==> src/rtl/param_return_stack.sv <==
// Parametrised LIFO return stack for the PC: configurable width/depth, circular or
// saturating overflow, occupancy count and sticky overflow/underflow flags.
module param_return_stack #(
  parameter int unsigned WIDTH = 11,
  parameter int unsigned DEPTH = 16,
  parameter bit          WRAP  = 1'b1
) (
  input  logic                         clk,
  input  logic                         reset,
  input  logic [WIDTH-1:0]             stack_in,
  input  logic                         push,
  input  logic                         pop,
  input  logic                         err_clr,
  output logic [WIDTH-1:0]             stack_out,
  output logic [$clog2(DEPTH+1)-1:0]   count,
  output logic                         empty,
  output logic                         full,
  output logic                         overflow,
  output logic                         underflow
);

  localparam int unsigned CW = $clog2(DEPTH + 1);
  localparam int unsigned PW = $clog2(DEPTH);
  localparam logic [PW-1:0] PTR_MAX = PW'(DEPTH - 1);
  localparam logic [CW-1:0] CNT_MAX = CW'(DEPTH);

  logic [WIDTH-1:0] mem [DEPTH];

  logic [PW-1:0]    stk_ptr_q, stk_ptr_d;
  logic [CW-1:0]    count_q, count_d;
  logic             overflow_q, overflow_d;
  logic             underflow_q, underflow_d;

  logic             mem_we;
  logic [PW-1:0]    mem_waddr;
  logic [PW-1:0]    ptr_inc;
  logic [PW-1:0]    ptr_dec;
  logic             is_empty;
  logic             is_full;

  // Explicit wrap compares keep non-power-of-two depths correct.
  always_comb begin
    ptr_inc = (stk_ptr_q == PTR_MAX) ? '0 : stk_ptr_q + PW'(1);
    ptr_dec = (stk_ptr_q == '0) ? PTR_MAX : stk_ptr_q - PW'(1);
  end

  always_comb begin
    is_empty = (count_q == '0);
    is_full  = (count_q == CNT_MAX);
  end

  // Next-state and memory write decode for one request cycle.
  always_comb begin
    stk_ptr_d   = stk_ptr_q;
    count_d     = count_q;
    overflow_d  = overflow_q & ~err_clr;
    underflow_d = underflow_q & ~err_clr;
    mem_we      = 1'b0;
    mem_waddr   = ptr_inc;

    unique case ({push, pop})
      2'b10: begin
        if (!is_full) begin
          mem_we    = 1'b1;
          stk_ptr_d = ptr_inc;
          count_d   = count_q + CW'(1);
        end else begin
          overflow_d = 1'b1;
          if (WRAP) begin
            mem_we    = 1'b1;
            stk_ptr_d = ptr_inc;
          end
        end
      end
      2'b01: begin
        if (!is_empty) begin
          stk_ptr_d = ptr_dec;
          count_d   = count_q - CW'(1);
        end else begin
          underflow_d = 1'b1;
        end
      end
      2'b11: begin
        if (!is_empty) begin
          // Atomic replace of the top entry; no flag effect even when full.
          mem_we    = 1'b1;
          mem_waddr = stk_ptr_q;
        end else begin
          mem_we      = 1'b1;
          stk_ptr_d   = ptr_inc;
          count_d     = CW'(1);
          underflow_d = 1'b1;
        end
      end
      default: ;
    endcase
  end

  always_ff @(posedge clk) begin
    if (!reset) begin
      stk_ptr_q   <= PTR_MAX;
      count_q     <= '0;
      overflow_q  <= 1'b0;
      underflow_q <= 1'b0;
    end else begin
      stk_ptr_q   <= stk_ptr_d;
      count_q     <= count_d;
      overflow_q  <= overflow_d;
      underflow_q <= underflow_d;
    end
  end

  // Storage is deliberately not reset; writes are suppressed while reset is held.
  always_ff @(posedge clk) begin
    if (reset && mem_we) begin
      mem[mem_waddr] <= stack_in;
    end
  end

  always_comb begin
    stack_out = is_empty ? '0 : mem[stk_ptr_q];
    count     = count_q;
    empty     = is_empty;
    full      = is_full;
    overflow  = overflow_q;
    underflow = underflow_q;
  end

endmodule

==> config.mk <==
export PLATFORM = sky130hd
export DESIGN_NAME = param_return_stack
export DESIGN_NICKNAME = d
export VERILOG_FILES = /design/src/rtl/param_return_stack.sv
export SDC_FILE = /design/constraint.sdc
export NUM_CORES = 1
export LEC_CHECK = 0
export CAP_MARGIN = 20
export CORE_MARGIN = 2
export CORE_UTILIZATION = 55
export DETAILED_ROUTE_END_ITERATION = 12
export PLACE_DENSITY = 0.72
export SYNTH_ARGS = -nofsm -noshare
export SYNTH_HDL_FRONTEND = slang
export SYNTH_SLANG_ARGS = --single-unit
==> constraint.sdc <==
create_clock -name clk -period 3.3 [get_ports clk]
set_input_delay 0.66 -clock clk [delete_from_list [all_inputs] [get_ports clk]]
set_output_delay 0.66 -clock clk [all_outputs]
set_load 0.1 [all_outputs]
Word level (Yosys, flattened, before mapping). Memories as Yosys holds them, arrays and structs flattened. A register that Yosys moved wholly into a read port is not among the register bits. Index checks and enable logic that the tools add are counted.

Register bits after elaboration: 11. Bits in latches: 0. Bits in writable memories: 176. Memory bits (read-only): 0. Input bits: 16. Output and inout bits: 20. Word-level logic and storage cells: 48. Memories: 1.

Add/subtract/negate cells: 4. $mul: 0. Divide/modulo/power cells: 0. Magnitude comparators: 0. Equality and inequality tests: 8. Shifts and indexed selects: 0. Mux-type cells: 20. Bitwise gates (word level): 3. Reductions and logical operators: 8.

Memory list: mem (depth 16, bits a word 11, read ports 1, clocked after Yosys merged registers in 1, write ports 1, line 27) `logic [WIDTH-1:0] mem [DEPTH];`.

Operators by type and width (count): 2-to-1 mux 4 bit (7); 2-to-1 mux 5 bit (3); case mux 5 bit (3 select lines) (1); case mux 4 bit (3 select lines) (1); 2-to-1 mux 11 bit (1); 2-to-1 mux 1 bit (7); inequality test 2 bit (second input constant) (3); adder 5 x 1 -> 5 bit (second input constant) (1); equality test 5 bit (second input constant) (1); zero test 5 bit (1); subtractor 5 x 1 -> 5 bit (second input constant) (1); adder 4 x 1 -> 4 bit (second input constant) (1); equality test 2 bit (second input constant) (2); equality test 4 bit (second input constant) (1); zero test 4 bit (1); AND reduction 4 bit (1); OR reduction 2 bit (2); subtractor 4 x 1 -> 4 bit (second input constant) (1); nonzero test 3 bit (1); bitwise AND 1 bit (2); equality test 2 x 1 -> 1 bit (second input constant) (1); AND reduction 2 bit (1); logical AND 1 bit (1); inverter 1 bit (1).

Depth between registers and ports, before layout.
Word-level depth: 6. Gate-level depth with buffers: 9. Mapped depth without buffers: 8.

Least setup slack after synthesis. No wires, ideal clock.

Kind: flip-flop to output port. Start: reg count_q[1], in the netlist count[1]. End: out stack_out[0]. Arrival time: 4.043 ns. Data required time: 2.640 ns. Slack: -1.403 ns. Cell stages (with the launch flop): 7. Path buffers: 2. Cell sequence: dfxtp_1 or4_1 buf_2 nor2_1 or2_2 clkbuf_1 o22ai_1.

Word-level cells in the longest chain between the ends: 2.

Ends and longest elaborated chain: from (decl) (line 30) `logic [CW-1:0] count_q, count_d;`; from (signal assigned) (line 107) `count_q <= count_d;`; zero test 5 bit (line 48) `is_empty = (count_q == '0);`; via empty (line 16) `output logic empty,`; 2-to-1 mux 11 bit (line 121) `stack_out = is_empty ? '0 : mem[stk_ptr_q];`; to (decl) (line 14) `output logic [WIDTH-1:0] stack_out,`.

The timed path passes the listed nets, and every way through them passes these cells.

Worst setup path after layout.
Start: reg count_q[1], in the netlist count[1]. End: out stack_out[1].

Word-level cells in the longest chain between the ends: 2.

Ends and longest elaborated chain (line): zero test 5 bit (48); 2-to-1 mux 11 bit (121).

No other way between the ends.

==> results.sh <==
export IMPL_status="completed"
export IMPL_final_cells=690
export IMPL_drtIter0Drc=450
export IMPL_rows=43
export IMPL_cts_tree="built"
export IMPL_pin_count=36
export IMPL_setup_violations=0
export IMPL_drc_errors=0
export IMPL_htreeDepth=4
export IMPL_yosysUniqueCellTypes=40
export IMPL_antenna_left=0
export IMPL_vias=4182
export IMPL_syn_to_final_growth_pct=22.7
export IMPL_grt_pass1_wl_mm=24.7
export IMPL_synth_simple_area_share=0.0468
export IMPL_synth_edff_count=176
export IMPL_wire_per_inst_um=23.0
export IMPL_rsz0062_at_grt="false"
export IMPL_clk_pin_slew_ns=0.07
export IMPL_finClkSkew_ns=0.00525
export IMPL_ys_seq_area_frac=0.721
export IMPL_cp_end_kind="output pin"
export IMPL_synth_mux_area_fraction=0.163
export IMPL_cts_hold_fix_buffers=0
export IMPL_crit_path_top_delay_cell="or4_1"
export IMPL_required_ns=2.64
export IMPL_combPwrFrac=0.297
export IMPL_synth_top_family_by_area="multiplexers"
export IMPL_p_int_mw=4.89
export IMPL_cts_buffers=17
export IMPL_final_nets=519
export IMPL_peakVddDrop_mv=0.603
export IMPL_fin_crit_sh=0.963
export IMPL_finalSetupTns_ns=0
export IMPL_cp_cell_sequence="or4_1, buf_4, nor2_4, or2_4, buf_12, o22ai_4, buf_12"
export IMPL_grt_pass1_vias=4225
export IMPL_clock_sinks=191
export IMPL_synth_fa_ha_area_frac=0.0107
export IMPL_routed_wl_mm=15.9
export IMPL_core_sq_mm=0.0138
export IMPL_die_w_um=123
export IMPL_dieArea_sq_mm=0.0151
export IMPL_num_antenna_cells=0
export IMPL_syn_cell_area_sq_mm=0.00775
export IMPL_ys_flop_type="edfxtp_1"
export IMPL_final_area_sq_mm=0.00951
export IMPL_arrival_ns=2.52
export IMPL_overflow=0
export IMPL_critPathTopFamily="simple AND/OR/NAND/NOR gates"
export IMPL_crit_fanout=6
export IMPL_cts_resized_gates=2
export IMPL_drive_gt1_frac=0.325
export IMPL_synthArstFlopShare=0
export IMPL_synth_compound_area_frac=0.0405
export IMPL_hp_class="flip-flop to flip-flop"
export IMPL_place_area_sq_mm=0.00884
export IMPL_clock_latency_ns=0.43
export IMPL_relSlewSlack=0.549
export IMPL_place_inst=657
export IMPL_grtUsageTotal=0.235
export IMPL_syn_nets=445
export IMPL_p_switching_mw=2.32
export IMPL_via_per_inst=6.06
export IMPL_syn_inst=423
export IMPL_crit_type="flip-flop to output pin"
export IMPL_power_leakage_nw=3.35
export IMPL_cp_common_cell="buf_12"
export IMPL_fmax_ghz=0.315
export IMPL_cp_num_buf_inv=3
export IMPL_crit_path_start_kind="flip-flop"
export IMPL_port_buffers=35
export IMPL_clkPwrFrac=0.307
export IMPL_drv_cap=0
export IMPL_hold_violations=0
export IMPL_power_density_mw_per_mm2=759
export IMPL_die_h_um=123
export IMPL_start_util=0.560
export IMPL_antenna_found_initial=0
export IMPL_seqPwrFrac=0.396
export IMPL_clk_path_buf_depth=2
export IMPL_place_gp_congestion=0.828
export IMPL_synth_xor_area_frac=0.00226
export IMPL_hpwl_mm=10.3
export IMPL_sw_frac_of_total=0.321
export IMPL_synth_warnings=0
export IMPL_synth_seq_cells=191
export IMPL_drtPass1Iterations=5
export IMPL_syn_avg_cell_area_sq_um=18.3
export IMPL_whs_ns=0.497
export IMPL_layout_min_cycle_time_ns=3.18
export IMPL_post_cts_buffers=0
export IMPL_slew_violations=0
export IMPL_grt_max_degree=45
export IMPL_root_buffer="clkbuf_16"
export IMPL_worst_pin_slew_ns=0.674
export IMPL_max_stage_delay_ns=0.62
[area by class of cell]
class                   count  area (sq um)
fillers                   888          4320
well taps                 180           225
clock inverters            15           226
clock buffers              17           425
flip-flops and latches    191          5600
inverters                   8          30.0
multi-input cells         200          2200
repair buffers             79           806
[kinds of logic (layout without fill, tap and decap cells)]
logic type | count (synthesis) | count (layout)
AND/OR/NAND/NOR | 74 | 74
XOR/XNOR | 2 | 2
flip-flops | 191 | 191
multiplexers | 71 | 71
buffers and inverters | 32 | 119
AO/OA/AOI/OAI | 47 | 47
adder cells (fa/ha/maj) | 6 | 6
[final timing paths]
kind         cells past startpoint            to     start  slack [ns]
min                              2      count[2]  count[2]        0.50
min reg2reg                      2      count[2]  count[2]        0.50
max                              7  stack_out[1]  count[1]        0.12
max reg2reg                      6     mem[2][8]  count[1]        0.61
[worst min-delay path: stages (launching register included)]
cell and delay (ns):
dfxtp_2 0.34, nand2_1 0.06, mux2i_1 0.06
[sequential cells by signal, summed over array words and instances (netlist names), named ones only]
name and cells:
underflow 1, overflow 1, count 5, stk_ptr_q 4, mem 176
[power groups by stage]
stage / logic, mW / registers (mW) / clock network, mW
floorplan: 1.42 / 2.93 / 0
global placement: 2.12 / 2.90 / 0
detailed placement: 2.14 / 2.91 / 0
CTS: 2.16 / 2.86 / 2.25
global route: 2.25 / 2.87 / 2.33
finish: 2.14 / 2.86 / 2.21
[per-layer routing]
metal / global-route usage / share of wire / routed length, um / vias up
met1: 0.318 / 0.40 / 6420 / 2120
met4: 0.0912 / 0.021 / 337 / 0
met5: 0 / 0 / 0 / -
li1: - / - / - / 1861
met3: 0.0469 / 0.060 / 946 / 32
met2: 0.379 / 0.51 / 8160 / 169
[synth_stat cells, types with 4 or more instances]
cell      count  area share
a21oi_1       8      0.0052
a31oi_1       4      0.0032
buf_2         5      0.0032
clkbuf_1     17      0.0082
dfxtp_1      15       0.039
edfxtp_1    176        0.68
ha_1          5      0.0081
inv_1         8      0.0039
mux2i_1      27       0.035
mux4_2       44        0.13
nand2_1      14      0.0068
nand2b_1      7      0.0057
nand3_1       5      0.0032
nor2_1       29       0.014
o21ai_0       5      0.0032
o22ai_1      13       0.010
[placed cells by master, fill, tap and decap left out, types with 4 or more instances in the layout]
cell type / instances
mux2i_1: 27
inv_1: 8
buf_4: 50
a21oi_1: 8
nor2_1: 28
nand3_1: 5
nand2_1: 14
ha_1: 5
bufinv_16: 4
clkbuf_16: 17
nand2b_1: 7
a31oi_1: 4
buf_12: 14
o21ai_0: 4
mux4_2: 44
o22ai_4: 10
dfxtp_2: 6
edfxtp_1: 176
dfxtp_1: 8
clkdlybuf4s50_1: 15
[per-stage QoR]
step	total power, mW	worst slack, ns	util
floorplan	4.35	0.0548	-
finish	7.21	0.122	0.687
CTS	7.26	0.0977	0.687
global placement	5.02	0.277	0.639
detailed placement	5.05	0.151	0.639
global route	7.44	0.0648	0.687
Note: power is estimated with default switching activity, not from simulation.
